`src/rtl/boot_loader.sv`:
```
// rtl/boot_loader.sv - byte-stream instruction image loader with length, checksum and core reset hold
module boot_loader #(
  parameter int instructions = 256,
  localparam int AW = $clog2(instructions)
) (
  input  logic          clk,
  input  logic          rst,
  input  logic          in_valid,
  input  logic [7:0]    in_data,
  output logic          in_ready,
  input  logic          start,
  output logic          imem_we,
  output logic [AW-1:0] imem_addr,
  output logic [31:0]   imem_wdata,
  output logic          core_rst_n,
  output logic          done,
  output logic          error
);

  typedef enum logic [2:0] {
    LEN_LO = 3'd0,
    LEN_HI = 3'd1,
    DATA   = 3'd2,
    CHK    = 3'd3,
    DONE   = 3'd4,
    ERR    = 3'd5
  } state_t;

  localparam logic [15:0] MAX_WORDS = 16'(instructions);

  state_t      state;
  state_t      state_nxt;
  logic        xfer;
  logic [1:0]  byte_cnt;
  logic [15:0] word_idx;
  logic [15:0] count;
  logic [15:0] count_full;
  logic [7:0]  csum;
  logic [23:0] word_buf;
  logic        last_word;

  // The loader only refuses bytes once the image is finished (either way).
  assign in_ready   = (state != DONE) && (state != ERR);
  assign xfer       = in_valid && in_ready;
  assign core_rst_n = (state == DONE);
  assign done       = (state == DONE);
  assign error      = (state == ERR);

  // Full word count as it will be once the high byte in flight is latched.
  assign count_full = {in_data, count[7:0]};
  assign last_word  = (word_idx == count - 16'd1);

  // State register.
  always_ff @(posedge clk or negedge rst) begin
    if (!rst) begin
      state <= LEN_LO;
    end else begin
      state <= state_nxt;
    end
  end

  // Next-state logic; every move except reload is gated by a byte transfer.
  always_comb begin
    state_nxt = state;
    case (state)
      LEN_LO: if (xfer) state_nxt = LEN_HI;
      LEN_HI: begin
        if (xfer) begin
          if (count_full == 16'd0)           state_nxt = CHK;
          else if (count_full > MAX_WORDS)   state_nxt = ERR;
          else                               state_nxt = DATA;
        end
      end
      DATA:   if (xfer && byte_cnt == 2'd3 && last_word) state_nxt = CHK;
      CHK: begin
        if (xfer) state_nxt = (in_data == csum) ? DONE : ERR;
      end
      DONE, ERR: if (start) state_nxt = LEN_LO;
      default: state_nxt = LEN_LO;
    endcase
  end

  // Datapath: length capture, word assembly, checksum and the one-cycle write strobe.
  always_ff @(posedge clk or negedge rst) begin
    if (!rst) begin
      byte_cnt   <= 2'd0;
      word_idx   <= 16'd0;
      count      <= 16'd0;
      csum       <= 8'd0;
      word_buf   <= 24'd0;
      imem_we    <= 1'b0;
      imem_addr  <= '0;
      imem_wdata <= 32'd0;
    end else begin
      imem_we <= 1'b0;
      if (!in_ready && start) begin
        byte_cnt <= 2'd0;
        word_idx <= 16'd0;
        count    <= 16'd0;
        csum     <= 8'd0;
        word_buf <= 24'd0;
      end else if (xfer) begin
        case (state)
          LEN_LO: count[7:0]  <= in_data;
          LEN_HI: count[15:8] <= in_data;
          DATA: begin
            csum     <= csum ^ in_data;
            byte_cnt <= byte_cnt + 2'd1;
            case (byte_cnt)
              2'd0: word_buf[7:0]   <= in_data;
              2'd1: word_buf[15:8]  <= in_data;
              2'd2: word_buf[23:16] <= in_data;
              default: begin
                // Fourth byte completes the word: strobe it out next cycle.
                imem_we    <= 1'b1;
                imem_addr  <= word_idx[AW-1:0];
                imem_wdata <= {in_data, word_buf};
                word_idx   <= word_idx + 16'd1;
              end
            endcase
          end
          default: ;
        endcase
      end
    end
  end

endmodule

```
`config.mk`:
```
export PLATFORM = sky130hd
export DESIGN_NAME = boot_loader
export DESIGN_NICKNAME = d
export VERILOG_FILES = /design/src/rtl/boot_loader.sv
export SDC_FILE = /design/constraint.sdc
export NUM_CORES = 1
export LEC_CHECK = 0
export ABC_AREA = 1
export BUFFER_PORTS_ARGS = -buffer_cell sky130_fd_sc_hd__buf_2
export CAP_MARGIN = 20
export CORE_UTILIZATION = 59
export DETAILED_ROUTE_END_ITERATION = 10
export PLACE_DENSITY_LB_ADDON = 0.15
export SLEW_MARGIN = 10
export SYNTH_ARGS = -nofsm -noshare
export SYNTH_HDL_FRONTEND = slang
export SYNTH_SLANG_ARGS = --single-unit
```
`constraint.sdc`:
```
create_clock -name clk -period 1.89 [get_ports clk]
set_input_delay 0.0945 -clock clk [delete_from_list [all_inputs] [get_ports clk]]
set_output_delay 0.0945 -clock clk [all_outputs]
set_load 0.05 [all_outputs]
```
==> results by group <==
Synthesis
  • Cell accounting for the most synthesized area: dfrtp_1
  • FF+latch count, synth: 110
  • Number of enable flip-flop cells after synthesis: 0
  • Yosys warns: 0
  • Share of Yosys cell area claimed by the top area cell type: 51.31%
  • Post-synth net total: 705
  • Fraction of registers with async set or reset after synthesis: 100.0%
  • Primary flip-flop cell chosen by synthesis mapping: dfrtp_1
  • Number of instances in the synthesized netlist: 686
  • Largest cells by area after synthesis: dfrtp_1 51%, nand2_1 15%, o21ai_0 8.5%
  • Seq/Total Area, Yosys: 51.31%
  • Synthesized area divided by synthesized cell count: 7.821 um^2
  • Synth Cell Area: roughly 5400 um^2
  • Count of different cell masters after synthesis: 30

Floorplanning
  • DIE AREA: 9479 um^2
  • Std-Cell Rows: 34
  • Vertical die dimension: 97.36 um
  • Ports placed on the boundary: 57
  • Starting Density: 61.22%
  • Overall die width: roughly 100 um
  • Core Box Area: 8763 um^2

Place
  • Quantity of I/O buffers inserted on ports: 56
  • Placement-stage cell area: 5809 um^2
  • Placer congestion estimate: approximately 0.96
  • Half-perimeter wire length after placement: 9124 um

Timing
  • Setup repair after global routing missed its margin: true
  • Worst-Margin Slew: 0.6251 ns
  • Final Hold Vio Count: 0
  • Slew Limit Fails: 0
  • Final setup vio count: 0
  • Total Neg Setup Slack: 0 ns
  • Max Clk Rate: 538.8 MHz
  • Post-route clock period utilization: between 90% and 100%
  • Worst clock skew: about 0.0054 ns
  • Worst slew margin: 58.32%
  • Period minus WS final: approximately 1.9 ns

Global route
  • Total congestion overflow after global routing: 0
  • Combined global-route utilization of all metal layers: 28.66%
  • Met2 track demand over resource in global routing: approximately 47%
  • Vias in the first global route: 4435
  • GR met3 Demand/Resource: 5.252%
  • Most used routing layer: met2
  • Pin count of the biggest net entering global routing: 55
  • Global-route wire length before repair: around 22000 um
  • Antenna violations before repair: 0
  • Global-route met1 utilization: 39.58%

Detailed routing
  • DR vias/cell: approximately 5.3
  • Drt drc: 0
  • Pre-Repair DR Iteration Count: 5
  • Detailed-route wire length per cell: 14.85 um
  • Overall via count from detail_route: 4651
  • Number of nets with antenna violations after routing: 0
  • Drt total wl: 12960 um
  • First-iteration detailed-routing DRC count: 222

Setup path
  • Reg-to-reg setup timing slack: 0.03 ns
  • Cell-by-cell trace of the critical path: inv_2 > ha_4 > inv_2 > nand2_1 > nand2_1 > nand3_1 > nor2_1 > nand2_1 > nor2_1 > nand3_1 > nor2_1 > nand3_1 > nand2_2 > nand2_2 > nand2_1 > nand2_1
  • Max stage delay cell, worst path: dfrtp_1
  • Worst stage delay on the critical path: 0.41 ns
  • Critical path launch point type: register
  • Crit path capture type: register
  • Crit-path most repeated cell: nand2_1
  • Crit path arrival time: 2.14 ns
  • Worst setup path class: reg -> reg
  • Data required time of the worst path: 2.17 ns
  • Crit-path max FO: 4

Finish
  • Combined area of the multi-input logic cells: 2263 um^2
  • Syn-to-layout area delta: 15.97%
  • Layout filler cell count: 731
  • Sequential cell area in the final layout: 2758 um^2
  • Fraction of layout instances using a drive strength above 1: 17.25%
  • Post-layout instance area: 6222 um^2
  • Final Net Count: 779
  • Fraction of the core area covered by cells at the end of the flow: 71.00%
  • Number of diodes: 0

Power
  • Leakage component of the power: 3.307 nW
  • Peak supply drop: 576.6 uV
  • PD cells: 1156 nW/um^2

Clock network
  • CTS tree: done
  • Worst skew pair latency: 0.37 ns
  • Inserted Clock Buffers: 9
  • Maximum level of the CTS H-tree: 3
  • Clock tree root buffer cell: clkbuf_8
  • Number of clock sinks: 110
  • Largest buffer count on any clock path: 2
  • Clock transition at the registers of the reported paths: 0.12 ns

Hold path
  • Worst Hold Class: in -> reg

Status
  • Status: complete, no violations

Job
  • Max cap viols: 0
[power breakdown]
group	internal, mW	switching [mW]	total [mW]
combinational	0.850	1.79	2.63
clock	0.542	0.938	1.48
sequential	2.79	0.286	3.08
[repair_timing]
action                     CTS  global route
hold endpoints to repair    49             0
pin swaps                    1             9
hold buffers                 5             0
gates resized for setup      5            23
setup endpoints to repair    3            17
buffers inserted             2             7
[worst paths after layout]
kind | startpoint | end | cells after the start
worst max-delay path | count[1] | state[1] | 16
worst min register to register | imem_addr[7] | imem_addr[7] | 2
max in group asynchronous | rst | imem_wdata[18] | 3
min in group asynchronous | rst | imem_wdata[6] | 2
worst min-delay path | in_data[3] | imem_wdata[27] | 3
worst max register to register | count[1] | state[1] | 16
[stage by stage]
stage	total power [mW]	setup slack, ns	instances	hold WS [ns]
after floorplan	4.826	0.1104	686	-0.2011
after global placement	5.419	-0.01703	843	0.1456
after detailed placement	5.494	-0.07921	843	0.1556
after CTS	7.042	0.01649	866	0.002883
after global routing	7.664	-0.1356	873	0.03518
final	7.191	0.03397	873	0.02399
[Yosys cell counts, types with 6 or more instances]
master / number
ha_1: 7
nor3_1: 10
nand3_1: 43
clkbuf_1: 12
inv_1: 88
dfrtp_1: 110
buf_2: 6
o21ai_0: 91
nor2_1: 50
nand2_1: 210
xor2_1: 15
a21oi_1: 11
[kinds of logic after synthesis]
group,share of synthesized area (%)
compound gates,10.17
xor+xnor,2.939
fa+ha+maj,1.632
buf+inv,8.046
flops,51.31
simple gates,25.91
[layout make-up]
| class | instances | area share (%) |
|---|---|---|
| multi-input cells | 464 | 36.38 |
| inverters | 92 | 5.550 |
| clock inverters | 7 | 1.387 |
| clock buffers | 9 | 1.991 |
| repair buffers | 83 | 8.204 |
| flip-flops and latches | 110 | 44.32 |
| well taps | 108 | 2.172 |
[layer usage]
layer,vias to the layer above,routed length [um]
li1,2300,-
met1,2198,5769
met2,130,6266
met3,23,655
met4,0,272
met5,-,0
[critical path: cells and delay by family (launching register included)]
kind | cells | cell delay (ns)
DFF | 1 | 0.41
and+or+nand+nor | 13 | 1.00
buffers and inverters | 2 | 0.14
adders and majority gates | 1 | 0.21
[cells in the final DEF, fill, tap and decap left out, types with 4 or more instances in the layout]
master / n
nand2_1: 206
dfrtp_1: 106
o21ai_0: 91
inv_1: 84
buf_2: 55
nor2_1: 43
nand3_1: 41
buf_4: 22
xor2_1: 15
a21oi_1: 11
nor3_1: 9
clkbuf_8: 9
nor2_2: 8
inv_2: 7
nand2_2: 5
ha_1: 5
dlygate4sd3_1: 5
nand4_1: 4
dfrtp_2: 4
[registers in the layout, summed over array words and instances (netlist names)]
| name | cells |
|---|---|
| imem_we | 1 |
| state | 3 |
| byte_cnt | 2 |
| imem_wdata | 32 |
| imem_addr | 8 |
| count | 16 |
| csum | 8 |
| word_idx | 16 |
| word_buf | 24 |
No activity file was read; power rests on OpenSTA's default activity.
